File: config.mk
export PLATFORM = sky130hd
export DESIGN_NAME = led_shift_driver
export DESIGN_NICKNAME = d
export VERILOG_FILES = /design/src/rtl/led_shift_driver.sv
export SDC_FILE = /design/constraint.sdc
export NUM_CORES = 1
export LEC_CHECK = 0
export BUFFER_PORTS_ARGS = -buffer_cell sky130_fd_sc_hd__buf_2
export CELL_PAD_IN_SITES_DETAIL_PLACEMENT = 1
export CELL_PAD_IN_SITES_GLOBAL_PLACEMENT = 1
export CORE_UTILIZATION = 41
export DETAILED_ROUTE_END_ITERATION = 16
export PLACE_DENSITY_LB_ADDON = 0.1
export REMOVE_ABC_BUFFERS = 1
export SKIP_LAST_GASP = 1
export SLEW_MARGIN = 20
export SYNTH_ARGS = -nofsm -noshare
export SYNTH_HDL_FRONTEND = slang
export SYNTH_SLANG_ARGS = --single-unit
File: constraint.sdc
create_clock -name clk -period 2.33 [get_ports clk]
set_input_delay 0.3495 -clock clk [delete_from_list [all_inputs] [get_ports clk]]
set_output_delay 0.3495 -clock clk [all_outputs]
set_load 0.005 [all_outputs]
File: src/rtl/led_shift_driver.sv
// ---------------------------------------------------------------------------
// led_shift_driver
//   Thermometer-coded LED bar driver. A prescaler produces step ticks every
//   TICK_DIV cycles while a stepping behaviour (0 = shrink, 1 = grow) is
//   selected; each tick grows or shrinks the lit bar by one LED. Code 2 holds
//   the bar, code 3 clears it at the next edge.
//
// Ports
//   clk      : clock, all state changes on the rising edge
//   rst_n    : asynchronous active-low reset
//   led_bhv  : behaviour code (0 shrink, 1 grow, 2 hold, 3 clear)
//   led      : LED vector, lit from bit 0 upward
//   lit_cnt  : number of lit LEDs
//   full     : lit_cnt == NUM_LED
//   empty    : lit_cnt == 0
//   step     : one-cycle pulse, led/lit_cnt just changed because of a tick
//   sat      : one-cycle pulse, a tick was blocked at full/empty
// ---------------------------------------------------------------------------
module led_shift_driver #(
  parameter int NUM_LED  = 16,
  parameter int TICK_DIV = 1,
  localparam int CW      = $clog2(NUM_LED + 1),
  localparam int PW      = (TICK_DIV > 1) ? $clog2(TICK_DIV) : 1
) (
  input  logic               clk,
  input  logic               rst_n,
  input  logic [1:0]         led_bhv,
  output logic [NUM_LED-1:0] led,
  output logic [CW-1:0]      lit_cnt,
  output logic               full,
  output logic               empty,
  output logic               step,
  output logic               sat
);

  localparam logic [PW-1:0] PCNT_MAX = PW'(TICK_DIV - 1);
  localparam logic [CW-1:0] CNT_MAX  = CW'(NUM_LED);

  logic [NUM_LED-1:0] led_reg;
  logic [CW-1:0]      lit_cnt_reg;
  logic [PW-1:0]      pcnt_reg;
  logic [PW-1:0]      pcnt_next;
  logic [1:0]         bhv_q_reg;
  logic               step_reg;
  logic               sat_reg;
  logic               restart;
  logic               tick;
  logic               full_int;
  logic               empty_int;

  assign full_int  = (lit_cnt_reg == CNT_MAX);
  assign empty_int = (lit_cnt_reg == '0);

  // The prescaler restarts whenever the behaviour changes or a non-stepping
  // code is selected, so a stepping phase always begins with a full period.
  // With TICK_DIV == 1 the period is a single cycle, so even the restart
  // cycle itself ticks.
  always_comb begin
    restart = (led_bhv != bhv_q_reg) || led_bhv[1];
    tick    = 1'b0;
    if (!led_bhv[1]) begin
      if (TICK_DIV == 1)
        tick = 1'b1;
      else
        tick = !restart && (pcnt_reg == PCNT_MAX);
    end
    if (restart || tick)
      pcnt_next = '0;
    else
      pcnt_next = pcnt_reg + PW'(1);
  end

  always_ff @(posedge clk or negedge rst_n) begin
    if (!rst_n) begin
      led_reg     <= '0;
      lit_cnt_reg <= '0;
      pcnt_reg    <= '0;
      bhv_q_reg   <= 2'd3;
      step_reg    <= 1'b0;
      sat_reg     <= 1'b0;
    end else begin
      bhv_q_reg <= led_bhv;
      pcnt_reg  <= pcnt_next;
      step_reg  <= 1'b0;
      sat_reg   <= 1'b0;
      if (led_bhv == 2'd3) begin
        led_reg     <= '0;
        lit_cnt_reg <= '0;
      end else if (tick) begin
        if (led_bhv[0]) begin
          // grow: shift a one in from the bottom
          if (full_int) begin
            sat_reg <= 1'b1;
          end else begin
            led_reg     <= {led_reg[NUM_LED-2:0], 1'b1};
            lit_cnt_reg <= lit_cnt_reg + CW'(1);
            step_reg    <= 1'b1;
          end
        end else begin
          // shrink: drop the highest lit LED
          if (empty_int) begin
            sat_reg <= 1'b1;
          end else begin
            led_reg     <= {1'b0, led_reg[NUM_LED-1:1]};
            lit_cnt_reg <= lit_cnt_reg - CW'(1);
            step_reg    <= 1'b1;
          end
        end
      end
    end
  end

  assign led     = led_reg;
  assign lit_cnt = lit_cnt_reg;
  assign full    = full_int;
  assign empty   = empty_int;
  assign step    = step_reg;
  assign sat     = sat_reg;

endmodule

# Word level (Yosys, flattened, before mapping)
# Cells that the tools add are included.
# totals
register_bits,23
# op_classes
n_addsub,2
n_eq_ne,5
muxes,20
n_reduce_logical,2
# op_table
op,count
2-to-1 mux 16 bit,5
2-to-1 mux 5 bit,5
2-to-1 mux 1 bit,10
inequality test 3 x 2 -> 1 bit (second input constant),2
adder 5 x 1 -> 5 bit (second input constant),1
== test 5 bit (second input constant),1
zero test 5 bit,1
subtractor 5 x 1 -> 5 bit (second input constant),1
AND reduction 3 bit,1
== test 2 bit (second input constant),1
inequality test 2 x 1 -> 1 bit (second input constant),1

# Depth between registers and ports, before layout
# Gate-level depths: netlist of run 1.
# logic_depth
depth_word,5
mapped_depth,7

# Least setup slack after synthesis of run 1
# Ideal clock, no wire load.
# synth_path
path_kind,input to register
startpoint,input led_bhv[0]
endpoint,"register lit_cnt_reg[4], in the netlist lit_cnt[4]"
cell_stages,7
path_slack_ns,0.386
t_required_ns,2.214
arrival_ns,1.828
setup_time_ns,0.116
path_cell_list,clkbuf_1 -> inv_1 -> fa_1 -> nand3_1 -> nand2_1 -> or3_1 -> o311ai_0
# synth_between
elab_chain_len,3
elab_cells_between_ends,8
cone_classes,4 x eq/ne; 3 x mux; 1 x reduce/logical
# synth_rtl
item,line,rtl
from (decl),27,"input logic [1:0] led_bhv,"
== test 2 bit or 2-to-1 mux 5 bit (tied branches),"86, 90",
"inequality test 3 x 2 -> 1 bit (no source line), or another cell as far along",-,
AND reduction 3 bit (no source line) or 2-to-1 mux 5 bit (tied branches),-,
to (signal assigned),96,lit_cnt_reg <= lit_cnt_reg + CW'(1);
to (signal assigned),105,lit_cnt_reg <= lit_cnt_reg - CW'(1);
to (decl),40,logic [CW-1:0] lit_cnt_reg;
# Parallel ways exist; a longest one is shown, timed or not. The select of a mux whose other input is x is not followed.
# A chain may end at the register's enable or synchronous reset.

# Worst setup path after layout of run 1
# layout_path
startpoint,"register lit_cnt_reg[0], in the netlist lit_cnt[0]"
endpoint,"register led_reg[14], in the netlist led[14]"
# layout_between
elab_chain_len,3
elab_cells_between_ends,5
cone_classes,3 x eq/ne; 2 x reduce/logical
# layout_rtl
item,line,rtl
== test 5 bit or zero test 5 bit (tied branches),"51, 52",
inequality test 3 x 2 -> 1 bit (no source line),-,
AND reduction 3 bit (no source line) (*),-,
to (signal assigned),95,"led_reg <= {led_reg[NUM_LED-2:0], 1'b1};"
to (signal assigned),104,"led_reg <= {1'b0, led_reg[NUM_LED-1:1]};"
to (decl),39,logic [NUM_LED-1:0] led_reg;
# Mark *: on every way between the ends. The rest lies on a longest branch, timed or not.

==> qor.csv, run 1 <==
metric,value,unit
worst setup path class,register to register,
worst hold path type,input pin to async pin,
final worst-path cycle share,92.2,%
All-Layer GR Usage,21.5,%
CP Max Fanout,17,
CTS Sinks,23,
H-Tree Depth,1,
WP data arrival,2.33,ns
Syn. warnings,0,
CTS tree,built,
1st-pass router iterations,4,
Lkg Pwr,0.000683,µW
Clock Pin Slew Worst Setup and Hold Paths,0.14,ns
synthesized flop and latch total,23,
Max-cap violations,0,
cell row count,20,
TritonCTS Buffers,3,
overall power,1270,µW
Max Buffers Root-to-Sink,2,
fillers,393,
crit path capture type,register,
initial antenna violation count,0,
WL/cell,16.5,µm
Via Count,1176,
vias in the first global route,1187,
post-route setup TNS,0,ns
Fin Hold WS,-0.00193,ns
chip width,59.7,µm
final setup fails,0,
post-detail-place hpwl,2250,µm
Starting DRT DRC Count,63,
gpl congestion,0.758,
area grow syn2layout,13.4,%
die span in y,59.7,µm
Largest register FFs,16,
WP data required,2.52,ns
Final Skew,0.00146,ns
Placeable Area,3100,µm²
highest clock rate,466,MHz
Max-slew headroom,47.1,%
layout cell share with drive strength beyond 1,28.1,%
mapped cell area,1370,µm²
Power Density,821,nW/µm²
largest net degree at the start of global routing,36,
Worst Max-Slew Pin Slew,0.793,ns
Port-buffer cells,28,
drc violations,0,
setup bufs post-CTS,0,
Mapped Cells,136,
fin crit period,2.15,ns
ANT cells,0,
Reg area,576,µm²
Worst IR Drop VDD,0.435,mV
Via-to-Cell Ratio,5.76,
initial core utilization,44.0,%
drt total wl,3370,µm
Ports,29,
nets,169,
syn_area_per_cell,10.0,µm²
RSZ-0062 raised after global routing,false,
hold_buf cts,0,
post-route antenna net violation count,0,
first-pass GRT wire length,5750,µm
status,"complete, but fails checks",
failing checks,hold timing,
clk root buf,clkbuf_4,
crit path launch type,register,
Clock Latency Late Sink,0.31,ns
Hold Fails Final Rpt,2,
Yosys cell types,30,
total global routing overflow,0,
Resized Gates After CTS,0,
area of the multi-input gates,708,µm²
final slew viol count,0,
register area share after synthesis,42.2,%
die area,3560,µm²
through the flow:
step / utilization [%] / area, µm² / instances / setup WS (ns) / hold WS, ns
after floorplan: - / 1290 / 124 / 0.440 / 0.0539
after global placement: 49.0 / 1520 / 200 / 0.255 / 0.357
after detailed placement: 49.0 / 1520 / 200 / 0.197 / 0.365
after CTS: 49.9 / 1550 / 204 / 0.178 / 0.0159
after global routing: 49.9 / 1550 / 204 / 0.0520 / 0.0187
final: 49.9 / 1550 / 204 / 0.182 / -0.00193
routing by layer:
layer	GRT usage, %	part of all wire, %	up-vias
li1	-	-	560
met5	0	0	-
met3	2.60	2.7	2
met2	35.4	48	20
met4	3.99	0.50	0
met1	30.7	49	594
placed cells by master (no fill, tap or decap), drive strengths merged, types with 4 or more instances in the layout:
master and n:
nand2 7, o22ai 14, dfrtp 23, nor2b 15, nor2 6, buf 32, a22oi 29, o21ai 4
cells by family after synthesis:
group	count (synthesis)	synth area share (%)
muxes	1	0.733
and+or+nand+nor	33	13.5
DFF	23	42.2
xor gates and xnor gates	3	1.93
adders and majority gates	4	4.22
buffers and inverters	15	5.96
AOI/OAI and AO/OA	57	31.5
final cells by class:
type | count | area share (%)
Sequential cell | 23 | 37.2
Clock buffer | 3 | 1.46
Multi-Input combinational cell | 98 | 45.8
Clock inverter | 1 | 0.323
Inverter | 3 | 0.728
Timing Repair Buffer | 32 | 11.0
Tap cell | 44 | 3.56
cell usage after synthesis (all sizes together):
| cell | count | area share [%] |
|---|---|---|
| a22oi | 29 | 19 |
| dfrtp | 23 | 42 |
| nor2b | 15 | 6.9 |
| o22ai | 14 | 6.4 |
| clkbuf | 7 | 1.9 |
| nand2 | 7 | 1.9 |
| nor2 | 6 | 2.2 |
| buf | 5 | 3.2 |
| o21ai | 4 | 1.5 |
| a21oi | 3 | 1.1 |
| ha | 3 | 2.8 |
| inv | 3 | 0.82 |
| nand3 | 2 | 0.73 |
| o31ai | 2 | 1.1 |
| xnor2 | 2 | 1.3 |
| a21o | 1 | 0.55 |
| a22o | 1 | 0.64 |
| fa | 1 | 1.5 |
| mux2i | 1 | 0.73 |
| o211ai | 1 | 0.55 |
| o21a | 1 | 0.55 |
| o311ai | 1 | 0.64 |
| or2 | 1 | 0.46 |
| or3 | 1 | 0.46 |
| or4 | 1 | 0.82 |
| xor2 | 1 | 0.64 |
worst max-delay path: stages, from the launching register on:
cell	delay, ns
dfrtp_1	0.48
or4_4	0.62
or2_1	0.54
a22oi_1	0.27
o22ai_1	0.11
report_power, final:
group | leakage [µW] | switching (µW) | internal, µW
sequential | 0.000310 | 81.4 | 459
combinational | 0.000356 | 323 | 216
clock | 0.0000177 | 126 | 64.0
total | 0.000683 | 531 | 739
final timing paths:
kind | slack, ns | cells after the start | to | startpoint
max in group asynchronous | 1.97 | 1 | led[1] | rst_n
hold / removal | -0.002 | 1 | led[11] | rst_n
setup reg to reg | 0.18 | 4 | led[14] | lit_cnt[0]
min in group clk | 0.46 | 4 | lit_cnt[2] | led_bhv[0]
hold reg to reg | 0.56 | 2 | led[15] | led[15]
setup / recovery | 0.18 | 4 | led[14] | lit_cnt[0]
No activity file was read; power rests on OpenSTA's default activity.
==> inputs of run 2 (changes only) <==
- BUFFER_PORTS_ARGS: -buffer_cell sky130_fd_sc_hd__buf_2 -> unset
- CORE_MARGIN: unset -> 3
- CORE_UTILIZATION: 41 -> 45
- DONT_BUFFER_PORTS: unset -> 1
==> run 2 against run 1 <==
  * The run now ends clean
  * Design area decreased by 8.7%
  * Clock power is 3% higher
  * Sequential cell count did not move
  * Critical path type unchanged
==> qor.csv, run 2 (synthesis results as in run 1) <==
metric,value,unit
status,"finished, final reports clean",
final worst-path cycle share,89.5,%
CTS Sinks,23,
first-pass GRT wire length,5070,µm
All-Layer GR Usage,18.1,%
clk root buf,clkbuf_4,
end of the worst hold path,sat,
Hold Fails Final Rpt,0,
final slew viol count,0,
"commonest non-fill, non-tap cells in the layout","dfrtp_1 (23), a22oi_1 (22), nor2b_1 (15), o22ai_1 (14)",
layout cell share with drive strength beyond 1,12.0,%
initial antenna violation count,0,
Port-buffer cells,0,
Worst IR Drop VDD,0.357,mV
ANT cells,0,
gpl congestion,0.719,
highest clock rate,479,MHz
Worst Max-Slew Pin Slew,0.754,ns
Clock Latency Late Sink,0.32,ns
drt total wl,3050,µm
die area,3730,µm²
TritonCTS Buffers,3,
post-route setup TNS,0,ns
Lkg Pwr,0.000548,µW
Placeable Area,2830,µm²
Switching Fraction,40.6,%
Clk network pwr share,16.3,%
Post-Layout Cell Count,164,
"leading cell type in the layout, fill and taps excluded",dfrtp_1,
hold_buf cts,2,
Net Sw Power,486,µW
r2r setup slk,0.24,ns
nets,142,
final setup fails,0,
Clock Pin Slew Worst Setup and Hold Paths,0.13,ns
hold path cells,1,
setup bufs post-CTS,0,
Post-Place Setup Slack,0.241,ns
total global routing overflow,0,
Starting DRT DRC Count,36,
crit path launch type,register,
fillers,321,
Reg area,576,µm²
fin crit period,2.09,ns
post-detail-place hpwl,1940,µm
Via Count,1072,
WP data required,2.54,ns
Reg power frac,45.4,%
area of the multi-input gates,708,µm²
Ports,29,
worst min-delay path startpoint,led_bhv[1],
worst r2r src,lit_cnt[1],
vias in the first global route,1072,
Via-to-Cell Ratio,6.54,
Largest register FFs,16,
largest net degree at the start of global routing,54,
Final Skew,0.00465,ns
Max-cap violations,0,
Power Density,848,nW/µm²
overall power,1200,µW
drc violations,0,
area grow syn2layout,3.48,%
WL/cell,18.6,µm
combinational share of power,38.3,%
worst setup path class,register to register,
post-route antenna net violation count,0,
die span in y,61.1,µm
FF-to-FF End,led[14],
crit path capture type,register,
RSZ-0062 raised after global routing,false,
CP Max Fanout,17,
WP data arrival,2.30,ns
Placed Instances,158,
initial core utilization,48.3,%
cell row count,19,
Max-slew headroom,49.7,%
1st-pass router iterations,4,
chip width,61.1,µm
worst hold path type,input pin to register,
Max Buffers Root-to-Sink,2,
final setup margin,0.244,ns
Worst R2R Path Depth,4,
Resized Gates After CTS,0,
H-Tree Depth,1,
CTS tree,built,
Int Power,712,µW
## run 2: how the worst max path moves through the flow
stage | start | cells past startpoint | end
after global placement | lit_cnt[1] | 4 | led[14]
after detailed placement | lit_cnt[1] | 4 | led[4]
after global routing | lit_cnt[1] | 4 | led[4]
after floorplan | lit_cnt[0] | 4 | led[14]
final | lit_cnt[1] | 4 | led[14]
after CTS | lit_cnt[1] | 4 | led[1]
## run 2: area by class of cell
cell class,count,area share [%]
sequential,23,40.7
inverter,3,0.797
clock buffer,4,1.86
multi-input combinational,98,50.1
timing repair buffer,5,3.72
tap,31,2.75
## run 2: power by group through the flow
| stage | registers, µW | clock network [µW] | logic, µW |
|---|---|---|---|
| global placement | 548 | 0 | 439 |
| CTS | 545 | 206 | 467 |
| finish | 543 | 195 | 459 |
| detailed placement | 553 | 0 | 452 |
| global route | 557 | 227 | 522 |
| floorplan | 536 | 0 | 328 |
## run 2: critical path: stages (launching register included)
cell,delay (ns)
dfrtp_1,0.47
or4_4,0.60
or2_1,0.53
a22oi_1,0.26
o22ai_1,0.11
## run 2: through the flow
step	hold slack (ns)	area, µm²	utilization, %
floorplan	0.0539	1290	-
global placement	0.0545	1360	47.9
detailed placement	0.0545	1360	47.9
CTS	0.0660	1410	49.9
global route	0.0488	1410	49.9
finish	0.0885	1410	49.9
## run 2: per-layer routing
metal  share of wire [%]  vias up  track usage [%]
met5                   0        -                0
met3                 5.2        4             5.03
li1                    -      506                -
met2                  48       21             27.9
met1                  46      541             24.4
met4                0.88        0             6.50
==> inputs of run 3 (changes only) <==
- CTS_BUF_LIST: unset -> sky130_fd_sc_hd__clkbuf_4 sky130_fd_sc_hd__clkbuf_8
- SETUP_SLACK_MARGIN: unset -> 0.3
==> run 3 against run 2 <==
  * Cell count unchanged
  * Die area unchanged
  * Critical path depth down 2
  * Non-clock buffer count unchanged
  * Sequential power about the same
  * Clock-buffer cell count unchanged
  * Via count up 0.47%
  * Core utilization up 0.27 points
  * Sequential share of layout area down 0.22 points
  * Worst setup slack better by 0.18 ns
  * Largest power group unchanged
==> qor.csv, run 3 (synthesis results as in run 1) <==
metric,value,unit
TritonCTS Buffers,3,
final core utilization,50.2,%
Ports,29,
final setup margin,0.422,ns
Max-slew headroom,76.5,%
Largest register FFs,16,
r2r setup slk,0.49,ns
crit path capture type,output port,
Post-Place Setup Slack,0.241,ns
gpl congestion,0.719,
Worst R2R Path Depth,4,
Max Buffers Root-to-Sink,2,
fin area,1420,µm²
"Cell Area, Placed",1360,µm²
H-Tree Depth,1,
initial core utilization,48.3,%
total global routing overflow,0,
WL/cell,18.4,µm
worst hold path type,input pin to register,
CP Max Fanout,7,
final worst-path cycle share,81.9,%
die area,3730,µm²
Reg area,576,µm²
Clock Pin Slew Worst Setup and Hold Paths,0.13,ns
met1 Track Usage GR,24.5,%
Worst IR Drop VDD,0.345,mV
CTS tree,built,
end of the worst hold path,sat,
post-route antenna net violation count,0,
Final Skew,0.00462,ns
drc violations,0,
Worst Max-Slew Pin Slew,0.352,ns
Placeable Area,2830,µm²
final setup fails,0,
WP data required,1.98,ns
highest clock rate,524,MHz
gr busiest metal,met2,
M3 GR Usage,5.03,%
CTS Sinks,23,
layout cell share with drive strength beyond 1,14.3,%
vias in the first global route,1073,
Starting DRT DRC Count,35,
die span in y,61.1,µm
largest net degree at the start of global routing,54,
drt total wl,3020,µm
crit path launch type,register,
Via Count,1077,
hold path cells,1,
overall power,1220,µW
Max-cap violations,0,
Lkg Pwr,0.000553,µW
FF-to-FF End,led[14],
worst r2r src,lit_cnt[1],
nets,142,
worst setup path class,register to output port,
post-route setup TNS,0,ns
initial antenna violation count,0,
clk root buf,clkbuf_4,
first-pass GRT wire length,5060,µm
"commonest non-fill, non-tap cells in the layout","dfrtp_1 (23), a22oi_1 (22), nor2b_1 (15), o22ai_1 (14)",
final slew viol count,0,
cell row count,19,
post-detail-place hpwl,1940,µm
Clock Latency Late Sink,0.32,ns
area of the multi-input gates,712,µm²
area grow syn2layout,4.03,%
1st-pass router iterations,5,
status,"finished, final reports clean",
GRT met2 Usage,27.8,%
Power Density,856,nW/µm²
Port-buffer cells,0,
All-Layer GR Usage,18.1,%
RSZ-0062 raised after global routing,false,
chip width,61.1,µm
worst min-delay path startpoint,led_bhv[1],
Hold Fails Final Rpt,0,
ANT cells,0,
"leading cell type in the layout, fill and taps excluded",dfrtp_1,
fin crit period,1.91,ns
fillers,322,
Via-to-Cell Ratio,6.57,
WP data arrival,1.56,ns
[run 3: cell counts in the layout (fill, tap and decap cells not counted)]
No cell type changed its count.
[run 3: timing repair]
item / in CTS / in global routing
setup buffers: 0 / 0
setup endpoints to repair: 14 / 13
gates cloned: 0 / 0
resized for setup: 1 / 2
hold buffers: 2 / 0
endpoints found under the hold margin: 23 / 0
[run 3: through the flow]
| stage | hold WS, ns | std cells |
|---|---|---|
| floorplan | 0.0539 | 124 |
| finish | 0.0869 | 164 |
| global route | 0.0470 | 164 |
| detailed placement | 0.0545 | 158 |
| CTS | 0.0666 | 164 |
| global placement | 0.0545 | 158 |
[run 3: area by class of cell]
class	instances	share of cell area [%]
Timing Repair Buffer	5	3.70
Inverter	3	0.793
Clock buffer	4	2.11
Multi-Input combinational cell	98	50.1
Tap cell	31	2.73
Sequential cell	23	40.5
[run 3: routing by layer]
layer	vias up	share of wire [%]
li1	507	-
met1	542	46
met2	26	47
met3	2	5.7
met4	0	0.63
met5	-	0
[run 3: worst max path at each step]
stage	start	endpoint	slack, ns	cells past startpoint
3_5_place_dp	lit_cnt[1]	led[4]	0.24	4
2_1_floorplan	lit_cnt[0]	led[14]	0.44	4
4_1_cts	lit_cnt[1]	led[1]	0.32	4
3_3_place_gp	lit_cnt[1]	led[14]	0.27	4
6_report	lit_cnt[1]	full	0.42	2
5_1_grt	lit_cnt[1]	full	0.32	2
[run 3: critical path: stages (launching register included)]
cell and delay, ns:
dfrtp_1 0.47, or4_4 0.60, nor2_1 0.17
[run 3: power by group]
group	internal [µW]	switching, µW
Combinational	193	273
Clock	78.6	128
Sequential	459	83.5
Total	731	485
